<file path="src/rtl/mem_access_stage.sv">
// Stage-4 memory access: registers ALU/write-back control and drives a variable-latency req/ack memory port.
// Optional build macro MEM_TIMEOUT_EN adds a WAIT-cycle limit with squashed result and sticky err_timeout.
module mem_access_stage #(
   parameter int DATA_W      = 16,
   parameter int ADDR_W      = 16,
   parameter int REG_AW      = 3,
   parameter int TIMEOUT_CYC = 64
) (
   input  logic              clock,
   input  logic              reset,
   input  logic              in_valid,
   output logic              in_ready,
   input  logic [DATA_W-1:0] alu_in,
   input  logic              write_reg_in,
   input  logic [REG_AW-1:0] reg_addr_in,
   input  logic [ADDR_W-1:0] addr_in,
   input  logic [DATA_W-1:0] store_data_in,
   input  logic              mem_write_in,
   input  logic              mem_read_in,
   output logic              mem_req,
   output logic              mem_we,
   output logic [ADDR_W-1:0] mem_addr,
   output logic [DATA_W-1:0] mem_wdata,
   input  logic              mem_ack,
   input  logic [DATA_W-1:0] mem_rdata,
   output logic              out_valid,
   output logic              write_reg_out,
   output logic [REG_AW-1:0] reg_addr_out,
   output logic              load_sel,
   output logic [DATA_W-1:0] alu_out,
   output logic [DATA_W-1:0] load_data,
   output logic              err_timeout
);
   typedef enum logic {IDLE, WAIT} stateT;

   stateT             state;
   logic [DATA_W-1:0] latAlu;
   logic              latWriteReg;
   logic              latRead;
   logic [REG_AW-1:0] latRegAddr;
   logic              memOp;
   logic              isLoad;

   assign memOp    = mem_read_in | mem_write_in;
   // Read and write together is treated as a store.
   assign isLoad   = latRead & ~mem_we;
   assign in_ready = (state == IDLE);
   assign mem_req  = (state == WAIT);

`ifdef MEM_TIMEOUT_EN
   localparam int CNT_W = $clog2(TIMEOUT_CYC + 1);
   logic [CNT_W-1:0] waitCnt;
   logic             limitHit;
   assign limitHit = (waitCnt == CNT_W'(TIMEOUT_CYC - 1));
`else
   assign err_timeout = 1'b0;
`endif

   always_ff @(posedge clock) begin
      if (reset) begin
         state         <= IDLE;
         out_valid     <= 1'b0;
         write_reg_out <= 1'b0;
         reg_addr_out  <= '0;
         load_sel      <= 1'b0;
         alu_out       <= '0;
         load_data     <= '0;
         mem_we        <= 1'b0;
         mem_addr      <= '0;
         mem_wdata     <= '0;
         latAlu        <= '0;
         latWriteReg   <= 1'b0;
         latRead       <= 1'b0;
         latRegAddr    <= '0;
`ifdef MEM_TIMEOUT_EN
         waitCnt       <= '0;
         err_timeout   <= 1'b0;
`endif
      end else begin
         out_valid     <= 1'b0;
         write_reg_out <= 1'b0;
         case (state)
            IDLE: begin
               if (in_valid) begin
                  if (memOp) begin
                     state       <= WAIT;
                     mem_we      <= mem_write_in;
                     mem_addr    <= addr_in;
                     mem_wdata   <= store_data_in;
                     latAlu      <= alu_in;
                     latWriteReg <= write_reg_in;
                     latRead     <= mem_read_in;
                     latRegAddr  <= reg_addr_in;
`ifdef MEM_TIMEOUT_EN
                     waitCnt     <= '0;
`endif
                  end else begin
                     out_valid     <= 1'b1;
                     write_reg_out <= write_reg_in;
                     reg_addr_out  <= reg_addr_in;
                     alu_out       <= alu_in;
                     load_sel      <= 1'b0;
                  end
               end
            end
            WAIT: begin
               if (mem_ack) begin
                  state         <= IDLE;
                  out_valid     <= 1'b1;
                  write_reg_out <= latWriteReg;
                  reg_addr_out  <= latRegAddr;
                  alu_out       <= latAlu;
                  load_sel      <= isLoad;
                  if (isLoad) load_data <= mem_rdata;
               end
`ifdef MEM_TIMEOUT_EN
               // Ack on the limit cycle takes priority over the abort.
               else if (limitHit) begin
                  state       <= IDLE;
                  out_valid   <= 1'b1;
                  load_sel    <= 1'b0;
                  err_timeout <= 1'b1;
               end else begin
                  waitCnt <= waitCnt + 1'b1;
               end
`endif
            end
            default: state <= IDLE;
         endcase
      end
   end
endmodule

</file>
<file path="config.mk">
export PLATFORM = sky130hd
export DESIGN_NAME = mem_access_stage
export DESIGN_NICKNAME = d
export VERILOG_FILES = /design/src/rtl/mem_access_stage.sv
export SDC_FILE = /design/constraint.sdc
export NUM_CORES = 1
export LEC_CHECK = 0
export CAP_MARGIN = 20
export CORE_MARGIN = 4
export CORE_UTILIZATION = 44
export CTS_CLUSTER_DIAMETER = 40
export DETAILED_ROUTE_END_ITERATION = 8
export GPL_ROUTABILITY_DRIVEN = 1
export PLACE_DENSITY_LB_ADDON = 0.25
export SYNTH_ARGS = -nofsm -noshare
export SYNTH_HDL_FRONTEND = slang
export SYNTH_SLANG_ARGS = --single-unit
</file>
<file path="constraint.sdc">
create_clock -name clock -period 1.9 [get_ports clock]
set_clock_uncertainty 0.1 [all_clocks]
set_input_delay 0.38 -clock clock [delete_from_list [all_inputs] [get_ports clock]]
set_output_delay 0.38 -clock clock [all_outputs]
set_load 0.01 [all_outputs]
</file>
==> results_dict.tcl, run 1 <==
set metrics [dict create \
    cts_made_buffers 9 \
    yosysTopAreaCell "dfxtp_1" \
    rsz0062_at_grt "no" \
    drive_above_1_share_pct 15.3 \
    final_util_pct 67.3 \
    firstDrtPassIters 4 \
    syn_inst 449 \
    synthDistinctLibCells 27 \
    path_clk_slew_ns 0.09 \
    grt_overflow 0 \
    top_level_ports 148 \
    grtUsageTotal_pct 20.7 \
    stdcell_count 696 \
    postCtsHoldBufs 0 \
    synthArstFlopShare_pct 0 \
    grt_antenna_before_repair 0 \
    min_period_over_period_pct 97.2 \
    synth_most_common_cell "dfxtp_1" \
    cts-root-buf "clkbuf_8" \
    initial_utilization_pct 45.2 \
    cts_tree "done" \
    finalSetupViolations 0 \
    cp_max_fo 33 \
    core_area_um2 8760 \
    post_drt_wl_per_cell_um 16.2 \
    synth_area_leaders "dfxtp_1 47%, a21oi_1 12%, nand3_1 6.9%" \
    port_buffers 146 \
    hold-path-cell-count 2 \
    regToRegSetupSlack_ns 0.22 \
    drc 0 \
    clock-sinks 93 \
    period_needed_ns 1.85 \
    synth_common_cells "93 x dfxtp_1, 92 x a21oi_1, 55 x nand3_1" \
    synth_edf_count 0 \
    first_global_vias 3622 \
    via_per_inst 5.50 \
    place_area_um2 5660 \
    cp_data_required_time_ns 2.04 \
    grt_pass1_wl_um 17600 \
    hold_path_end "alu_out[4]" \
    dieWidth_um 103 \
    drt_wl_total_um 11300 \
    grt_max_degree 43 \
    synth_top_area_share_pct 47.0 \
    cap_violations 0 \
    reg2reg_from "mem_req" \
    drv_slew 0 \
    end_kind "flip-flop" \
    htreeDepth 3 \
    start_kind "input pin" \
    hpwlAfterDp_um 7980 \
    syn_area_um2 3960 \
    synth_nets 523 \
    status "complete, no violations" \
    diodes 0 \
    arrival_ns 1.99 \
    synth.yosys.seq_area_share_pct 47.0 \
    power_density_nw_per_um2 742 \
    r2r-end "reg_addr_out[2]" \
    whs_ns 0.255 \
    fmax_mhz 541 \
    drtIter0Drc 184 \
    dpl.cell_count 680 \
    rr_worst_depth 4 \
    finalHoldViolations 0 \
    syn_to_final_growth_pct 48.8 \
    vias 3826 \
    die_h_um 103 \
    dieArea_um2 10600 \
    ys_seq_elements 93 \
    cts_buffer_depth 2 \
    timing.setup.critical_path_class "input pin to flip-flop" \
    synth-main-ff-cell "dfxtp_1" \
    p_total_mw 4.38 \
    ir_drop_v 0.000414 \
    nets 657 \
    place_congestion 0.735 \
    yosys_warnings 0 \
    fin_area_um2 5900 \
    min_from "reset" \
    power.leakage_nw 2.01 \
    num_rows 34 \
    hold_class "input pin to flip-flop" \
    final_antenna_net_count 0 \
    post_cts.repair.setup_buffers 0 \
    worstSkewPairLatency_ns 0.34 \
    syn_avg_cell_area_um2 8.83 \
]
-- layer usage --
| metal | vias up | global-route usage (%) | share of wire [%] |
|---|---|---|---|
| met3 | 17 | 6.56 | 7.8 |
| met1 | 1802 | 25.5 | 41 |
| met5 | - | 0 | 0 |
| li1 | 1888 | - | - |
| met4 | 0 | 7.87 | 1.9 |
| met2 | 119 | 34.0 | 50 |
-- critical path: stages --
cell             delay [ns]
clkdlybuf4s50_1        0.42
or4b_4                 0.57
buf_12                 0.20
a221oi_2               0.31
a211oi_2               0.08
-- logic make-up after synthesis --
| family | count (synthesis) | synth area share, % |
|---|---|---|
| compound gates | 183 | 31.3 |
| simple gates | 119 | 15.1 |
| flops | 93 | 47.0 |
| buf+inv | 53 | 6.53 |
| other cells | 1 | 0.0946 |
-- worst max-delay path by stage --
stage                 start         endpoint  slack, ns  cells after the start
5_1_grt        mem_write_in  reg_addr_out[2]       0.02                      5
6_report       mem_write_in  reg_addr_out[2]       0.05                      5
4_1_cts        mem_write_in  reg_addr_out[1]       0.01                      5
3_3_place_gp   mem_write_in  reg_addr_out[0]      -0.29                      5
3_5_place_dp   mem_write_in  reg_addr_out[1]      -0.36                      5
2_1_floorplan  mem_write_in       alu_out[8]       0.26                      4
-- timing repair --
| action | in CTS | in global routing |
|---|---|---|
| resized for setup | 2 | 3 |
| setup endpoints to repair | 2 | 2 |
| gates cloned | 0 | 0 |
-- layout by cell type (no fill, tap or decap) --
| cell | count |
|---|---|
| a21oi_1 | 92 |
| dlymetal6s2s_1 | 1 |
| nand3b_1 | 2 |
| nor2_1 | 1 |
| nand2_1 | 35 |
| or2_2 | 1 |
| clkinv_4 | 2 |
| bufinv_16 | 1 |
| inv_1 | 1 |
| nand4b_1 | 1 |
| a2bb2oi_1 | 1 |
| buf_12 | 10 |
| clkbuf_8 | 12 |
| or4b_4 | 1 |
| clkinvlp_4 | 1 |
| and2_1 | 19 |
| nor2_4 | 1 |
| buf_4 | 20 |
| conb_1 | 1 |
| nor2b_4 | 1 |
| dfxtp_1 | 92 |
| clkdlybuf4s50_1 | 143 |
| nand3_1 | 55 |
| dfxtp_2 | 1 |
| dlygate4sd2_1 | 1 |
| o21ai_0 | 52 |
| a221oi_2 | 19 |
| nand2b_2 | 1 |
| a211oi_2 | 19 |
| and4b_1 | 1 |
-- final cells by class --
| cell class | count | area, um2 |
|---|---|---|
| well taps | 108 | 135 |
| multi-input cells | 303 | 1870 |
| inverters | 1 | 3.75 |
| clock inverters | 4 | 55.1 |
| repair buffers | 175 | 1800 |
| fillers | 726 | 2870 |
| clock buffers | 12 | 165 |
| flip-flops and latches | 93 | 1860 |
-- sequential cells by signal, indices dropped and copies added, names as in the netlist, 3 cells and up --
| register | cells |
|---|---|
| latRegAddr | 3 |
| mem_wdata | 16 |
| reg_addr_out | 3 |
| alu_out | 16 |
| load_data | 16 |
| mem_addr | 16 |
| latAlu | 16 |
-- power by group --
group	total [mW]	internal [mW]	switching, mW	leakage [nW]
sequential	2.11	2.06	0.0517	0.761
combinational	0.858	0.459	0.399	1.14
clock	1.41	0.722	0.690	0.109
total	4.38	3.24	1.14	2.01
-- per-stage QoR --
step	worst slack (ns)	TNS [ns]
detailed placement	-0.365	-5.23
global route	0.0243	0
floorplan	0.258	0
finish	0.0526	0
CTS	0.0146	0
global placement	-0.291	-4.56
Note: power is estimated with default switching activity, not from simulation.
==> inputs of run 2 (changes only) <==
--- a/config.mk
+++ b/config.mk
@@ -12,6 +12,7 @@
 export DETAILED_ROUTE_END_ITERATION = 8
 export GPL_ROUTABILITY_DRIVEN = 1
 export PLACE_DENSITY_LB_ADDON = 0.25
+export REMOVE_ABC_BUFFERS = 1
 export SYNTH_ARGS = -nofsm -noshare
 export SYNTH_HDL_FRONTEND = slang
 export SYNTH_SLANG_ARGS = --single-unit
==> run 2 against run 1 <==
Against the previous run: global-route usage decreased by 0.11 points; fmax shrank 0.43%; first-iteration DRC count decreased by 11%.
==> results_dict.tcl, run 2 (synthesis gave the netlist of run 1 again) <==
set metrics [dict create \
    status "complete, no violations" \
    nets 659 \
    path_clk_slew_ns 0.08 \
    ir_drop_v 0.000454 \
    switching_share_pct 25.4 \
    final_common_cell "clkdlybuf4s50_1" \
    via_per_inst 5.45 \
    top_level_ports 148 \
    timing.setup.critical_path_class "input pin to flip-flop" \
    postCtsHoldBufs 0 \
    power_density_nw_per_um2 736 \
    arrival_ns 1.99 \
    cap_violations 0 \
    drv_slew 0 \
    vias 3807 \
    syn_to_final_growth_pct 48.5 \
    worstPathCellList "clkdlybuf4s50_1 -> or4b_4 -> buf_12 -> a221oi_1 -> a211oi_2" \
    p_int_mw 3.23 \
    die_h_um 103 \
    firstDrtPassIters 4 \
    dieWidth_um 103 \
    core_area_um2 8760 \
    num_rows 34 \
    drc 0 \
    post-place-ws_ns -0.323 \
    slowest_stage "or4b_4" \
    dpl.cell_count 682 \
    final_cell_mix "143 x clkdlybuf4s50_1, 92 x a21oi_1, 92 x dfxtp_1" \
    grt_max_degree 43 \
    grt_overflow 0 \
    hold_class "input pin to flip-flop" \
    final_antenna_net_count 0 \
    hpwlAfterDp_um 7630 \
    cts-root-buf "clkbuf_8" \
    cpPeakStageDelay_ns 0.57 \
    cts_tree "done" \
    fmax_mhz 539 \
    rsz0062_at_grt "no" \
    fin_area_um2 5890 \
    min_period_over_period_pct 97.7 \
    fin_ws_ns 0.0446 \
    regToRegSetupSlack_ns 0.20 \
    switchingPower_mw 1.10 \
    cts.repair.resized 2 \
    drive_above_1_share_pct 15.1 \
    finalHoldViolations 0 \
    drt_wl_total_um 11200 \
    initial_utilization_pct 45.2 \
    port_buffers 146 \
    power.leakage_nw 2.01 \
    grt_antenna_before_repair 0 \
    start_kind "input pin" \
    grtUsageTotal_pct 20.6 \
    first_global_vias 3632 \
    drtIter0Drc 164 \
    end_kind "flip-flop" \
    comb_power_share_pct 19.9 \
    clock-sinks 93 \
    cp_max_fo 34 \
    stdcell_count 698 \
    worstSkewPairLatency_ns 0.35 \
    dieArea_um2 10600 \
    seq_power_share_pct 48.6 \
    post_drt_wl_per_cell_um 16.0 \
    htreeDepth 3 \
    clkPwrFrac_pct 31.5 \
    cts_made_buffers 9 \
    place_area_um2 5680 \
    finalSetupViolations 0 \
    cp_data_required_time_ns 2.03 \
    diodes 0 \
    period_needed_ns 1.86 \
    post_cts.repair.setup_buffers 0 \
    place_congestion 0.748 \
    cts_buffer_depth 2 \
    grt_pass1_wl_um 17400 \
]
==> run 2: cell types whose count changed in the layout (fill, tap and decap cells not counted) <==
cell	change
dlymetal6s2s_1	-1
a221oi_1	+2
a221oi_2	-2
buf_4	+2
clkinv_2	+1
clkbuf_1	+1
dlygate4sd2_1	+1
clkinv_4	-2
==> run 2: final timing paths <==
| kind | depth (start not counted) | startpoint | to |
|---|---|---|---|
| worst min register to register | 2 | load_data[10] | load_data[10] |
| worst min-delay path | 2 | reset | mem_addr[7] |
| worst max register to register | 4 | mem_req | reg_addr_out[0] |
| worst max-delay path | 5 | mem_write_in | reg_addr_out[0] |
==> run 2: power by group through the flow <==
stage / logic, mW / clock network, mW / registers (mW)
6_report: 0.861 / 1.37 / 2.11
3_5_place_dp: 0.865 / 0 / 2.15
4_1_cts: 0.867 / 1.41 / 2.11
5_1_grt: 0.928 / 1.49 / 2.12
3_3_place_gp: 0.849 / 0 / 2.15
2_1_floorplan: 0.277 / 0 / 2.19
==> run 2: through the flow <==
| step | hold slack, ns | TNS (ns) | util (%) | total power [mW] |
|---|---|---|---|---|
| final | 0.257 | 0 | 67.2 | 4.33 |
| after global routing | 0.246 | 0 | 67.2 | 4.53 |
| after CTS | 0.236 | 0 | 67.2 | 4.39 |
| after detailed placement | 0.348 | -5.71 | 64.8 | 3.02 |
| after global placement | 0.342 | -4.72 | 64.8 | 3.00 |
| after floorplan | 0.334 | -74.25 | - | 2.47 |
==> run 2: critical path, delay by kind of cell <==
kind,cells,cell delay [ns]
buffers and inverters,2,0.62
AO/OA/AOI/OAI,2,0.40
AND/OR/NAND/NOR,1,0.57
==> run 2: layer usage <==
layer  routed length (um)  vias up  track usage, %
met3                 1070       15            7.24
li1                     -     1888               -
met5                    0        -               0
met1                 4520     1777            24.9
met2                 5410      127            34.2
met4                  174        0            7.07
==> run 2: final cells by class <==
class / instances / area (um2)
Timing Repair Buffer: 177 / 1810
Sequential cell: 93 / 1860
Fill cell: 706 / 2880
Inverter: 1 / 3.75
Tap cell: 108 / 135
Clock inverter: 3 / 42.5
Multi-Input combinational cell: 303 / 1860
Clock buffer: 13 / 169
==> RTL edit 1, RTL diff (config.mk and constraints of run 2) <==
Build with the macro `MEM_TIMEOUT_EN` defined.
--- a/src/rtl/mem_access_stage.sv
+++ b/src/rtl/mem_access_stage.sv
@@ -2,2 +2,4 @@
 // Optional build macro MEM_TIMEOUT_EN adds a WAIT-cycle limit with squashed result and sticky err_timeout.
+`define MEM_TIMEOUT_EN
+
 module mem_access_stage #(
Function: no difference found for any inputs over 4 cycles, from zero or initial values and one cycle with reset high; that may be too few to reach the edited logic, so the function may still have changed.
==> RTL edit 1 against run 2 <==
Count of clock-buffer cells in the layout down 3; power is 2.3% higher; design area is 1.6% lower; routed wire length down 9.2%; setup slack gained 85 ps; sequential cell count rose by 8; register-to-register slack is essentially flat; area after synthesis is 0.92% lower.
==> RTL edit 1: results (changes against run 2) <==
- Clock Latency Late Sink: 350 ps (about the same)
- Pwr dens: 765 mW/mm^2 (was 736 mW/mm^2)
- Leakage component of the power: 2.06 nW (was 2.01 nW)
- WP data arrival: 1290 ps (was 1990 ps)
- Port Buf Inserts: 147 (was 146)
- Antenna violations before repair: 0 (unchanged)
- Maximum vdd ir drop: 0.000481 V (was 0.000454 V)
- Detailed-placement wirelength estimate: 7.32 mm (was 7.63 mm)
- First-pass GRT wire length: 15.9 mm (was 17.4 mm)
- Clk buf depth: 2 (unchanged)
- Routability-driven placement congestion ratio: 0.806 (was 0.748)
- Place WS: -75.4 ps (was -323 ps)
- H-tree depth: 3 (unchanged)
- Min-Delay Path Class: input pin to flip-flop (unchanged)
- Critical path's slowest cell: sky130_fd_sc_hd__clkdlybuf4s50_1 (was sky130_fd_sc_hd__or4b_4)
- Sequential-to-total area share from yosys stat: 0.515 (was 0.470)
- Total clock buffers created by CTS: 9 (unchanged)
- Maximum cell stage delay along the critical path: 550 ps (was 570 ps)
- Critical R2R Launch: mem_req (unchanged)
- Total of fill cells in the finished design: 732 (was 706)
- Fraction of final layout cells sized beyond drive strength 1: 0.110 (was 0.151)
- Antenna diodes: 0 (unchanged)
- Outcome: finished, final reports clean (unchanged)
- Via Count: 3610 (was 3807)
- Pin count of the biggest net entering global routing: 41 (was 43)
- Critical path's top delay family: buffers and inverters (unchanged)
- Leading post-synthesis cells by cell area: sky130_fd_sc_hd__dfxtp_1 51%, sky130_fd_sc_hd__nand2_1 14%, sky130_fd_sc_hd__a21oi_1 10% (was sky130_fd_sc_hd__dfxtp_1 47%, sky130_fd_sc_hd__a21oi_1 12%, sky130_fd_sc_hd__nand3_1 6.9%)
- Total wirelength of the detailed-routed design: 10.2 mm (was 11.2 mm)
- Actual transition at the worst max-transition pin: ~420 ps
- Yosys synthesis warning count: 0 (unchanged)
- Hold wc startpoint: reset (unchanged)
- Number of DRC violations after detailed-routing iteration 0: 147 (was 164)
- Layout Nets: 678 (was 659)
- Total GRT Usage: 0.190 (was 0.206)
- Distinct cell type count of the synthesized netlist: 32 (was 27)
- Post-synth top cells: 142 x sky130_fd_sc_hd__nand2_1, 101 x sky130_fd_sc_hd__dfxtp_1, 81 x sky130_fd_sc_hd__a21oi_1 (was 93 x sky130_fd_sc_hd__dfxtp_1, 92 x sky130_fd_sc_hd__a21oi_1, 55 x sky130_fd_sc_hd__nand3_1)
- Critical path fanouts, max: 2 (was 34)
- Placed cell area: 0.00558 mm^2 (was 0.00568 mm^2)
- Source of the critical timing path: alu_out[4] (was mem_write_in)
- Predominant post-synthesis flop cell: sky130_fd_sc_hd__dfxtp_1 (unchanged)
- Via count of the first global-routing pass: 3423 (was 3632)
[RTL edit 1: final timing paths]
kind	end	cells past startpoint	slack, ps
max	alu_out[4]	1	130
min	mem_addr[10]	2	350
max reg2reg	alu_out[4]	7	200
min reg2reg	load_data[2]	2	360
[RTL edit 1: kinds of logic after synthesis]
kind of cell / synth area share
adder cells (fa/ha/maj): 0.00319
buffers and inverters: 0.0548
multiplexers: 0.0484
flip-flops: 0.515
AND/OR/NAND/NOR: 0.204
AO/OA/AOI/OAI: 0.175
[RTL edit 1: report_power, final]
group / internal (W) / leakage, nW / switching [W]
sequential: 0.00222 / 0.826 / 0.0000611
combinational: 0.000441 / 1.13 / 0.000354
clock: 0.000643 / 0.0987 / 0.000709
[RTL edit 1: layout make-up]
type,count,area share
Clock buffer,10,0.0237
Inverter,1,0.000648
Sequential cell,101,0.349
Multi-Input combinational cell,319,0.293
Tap cell,108,0.0233
Timing Repair Buffer,171,0.299
Clock inverter,5,0.0104
[RTL edit 1: per-layer routing]
layer,wire [um],GRT usage,up-vias
li1,-,-,1822
met1,4300,0.236,1663
met2,4870,0.312,116
met3,929,0.0710,9
met4,53,0.0454,0
met5,0,0,-
[RTL edit 1: through the flow]
stage,setup TNS (ps),hold slack (ps),std cells
finish,0,352,715
global placement,-49.4,340,698
floorplan,-37810,330,421
detailed placement,-1410,346,698
CTS,0,343,715
global route,0,355,715
[RTL edit 1: repair_timing]
| action | in CTS | in global routing |
|---|---|---|
| setup buffers | 2 | 0 |
| gates resized for setup | 2 | 0 |
| setup endpoints to repair | 2 | 0 |
==> RTL edit 2, RTL diff (settings of run 2) <==
Made on the original files. Reset style: asynchronous (`reset`), changed in one clocked block.
--- a/src/rtl/mem_access_stage.sv
+++ b/src/rtl/mem_access_stage.sv
@@ -58,3 +58,3 @@
 
-   always_ff @(posedge clock) begin
+   always_ff @(posedge clock or posedge reset) begin
       if (reset) begin
Check against the original RTL: differs if reset is asserted again (counterexample within 4 cycles, from zero or initial values and one cycle with reset high); with reset held inactive, the same outputs for 4 cycles.
==> RTL edit 2 against run 2 <==
Critical path depth shrank 4; area after synthesis grew 3.8%; highest routed layer unchanged; setup slack gained 82 ps; sequential cell count is the same; routed wire length shrank 23%; design area grew 0.96%.
Power is not compared: it rests on default switching activity, and its combinational part moved more than twofold at a synthesized area within 25%.
==> RTL edit 2: results (changes against run 2) <==
- Number of DRC violations after detailed-routing iteration 0: 73 (was 164)
- Area inside the core boundary: 0.00915 mm^2 (was 0.00876 mm^2)
- Mean number of vias per cell: 4.83 (was 5.45)
- Distinct cell type count of the synthesized netlist: 21 (was 27)
- Share of synthesized registers carrying an async set or reset: 1.00 (was 0)
- Outcome: finished, final reports clean (unchanged)
- Placed cell area: 0.00572 mm^2 (was 0.00568 mm^2)
- Min-Delay Path Class: input pin to asynchronous set/reset pin (was input pin to flip-flop)
- Total wirelength of the detailed-routed design: 8.63 mm (was 11.2 mm)
- Fraction of standard cell area that is sequential: 0.391 (was 0.316)
- First-pass GRT wire length: 14.5 mm (was 17.4 mm)
- Non-clk buf share: 0.277 (was 0.308)
- Critical R2R Launch: mem_req (unchanged)
- Place WS: -212 ps (was -323 ps)
- FF-to-FF setup slack: 150 ps (was 200 ps)
- Via count of the first global-routing pass: 2699 (was 3632)
- Layout Nets: 461 (was 659)
- Total GRT Usage: 0.165 (was 0.206)
- Depth of the most critical reg-to-reg path: 5 (was 4)
- Routability-driven placement congestion ratio: 0.699 (was 0.748)
- Predominant post-synthesis flop cell: sky130_fd_sc_hd__dfrtp_1 (was sky130_fd_sc_hd__dfxtp_1)
- Non-clock inverter count: 3 (was 1)
- Placed insts: 487 (was 682)
- Clock transition at path regs: 100 ps (was 80 ps)
- Number of combinational gates with multiple inputs: 119 (was 303)
- Routed wirelength normalized by instance count: 17.2 um (was 16.0 um)
- WP data arrival: 1290 ps (was 1990 ps)
- Pin count of the biggest net entering global routing: 72 (was 43)
- Critical path's slowest cell: sky130_fd_sc_hd__clkdlybuf4s50_1 (was sky130_fd_sc_hd__or4b_4)
- Leading post-synthesis cells by cell area: sky130_fd_sc_hd__dfrtp_1 57%, sky130_fd_sc_hd__mux2_4 24%, sky130_fd_sc_hd__mux2_1 8.5% (was sky130_fd_sc_hd__dfxtp_1 47%, sky130_fd_sc_hd__a21oi_1 12%, sky130_fd_sc_hd__nand3_1 6.9%)
-- RTL edit 2: power by group through the flow --
stage	clock network, W	registers [W]	logic [W]
floorplan	0	0.00321	0.000999
finish	0.00148	0.00296	0.00272
detailed placement	0	0.00299	0.00277
CTS	0.00154	0.00297	0.00277
global placement	0	0.00298	0.00271
global route	0.00162	0.00305	0.00289
-- RTL edit 2: metal layers --
layer	up-vias	wire length [um]	GRT usage	share of wire
met3	5	545	0.0445	0.063
li1	1119	-	-	-
met2	83	4200	0.275	0.49
met4	0	56	0.0422	0.0065
met1	1222	3830	0.215	0.44
met5	-	0	0	0
-- RTL edit 2: metrics by stage --
| stage | hold slack [ps] | total power [W] |
|---|---|---|
| final | 323 | 0.00716 |
| after global routing | 337 | 0.00756 |
| after CTS | 317 | 0.00728 |
| after detailed placement | 372 | 0.00576 |
| after global placement | 363 | 0.00569 |
| after floorplan | 354 | 0.00421 |
-- RTL edit 2: repair_timing --
action                                  in CTS  in global routing
setup buffers                                0                  0
endpoints found under the setup margin       2                  0
endpoints found under the hold margin        0                  0
gates resized for setup                      2                  0
-- RTL edit 2: logic make-up (layout without fill, tap and decap cells) --
logic type | count (synthesis) | after routing | share of synthesized area
flops | 93 | 93 | 0.566
simple gates | 5 | 5 | 0.0167
mux | 106 | 106 | 0.351
buf+inv | 16 | 180 | 0.0486
other cells | 1 | 1 | 0.000911
compound gates | 7 | 7 | 0.0170
-- RTL edit 2: worst max-delay path by stage --
stage                       from              end  slack, ps  cells past startpoint
floorplan                  reset       alu_out[0]      -1000                      1
global placement    mem_write_in  reg_addr_out[2]       -160                      5
detailed placement  mem_write_in  reg_addr_out[2]       -210                      5
CTS                  alu_out[13]      alu_out[13]         90                      1
global route         alu_out[13]      alu_out[13]         50                      1
finish               alu_out[13]      alu_out[13]        130                      1
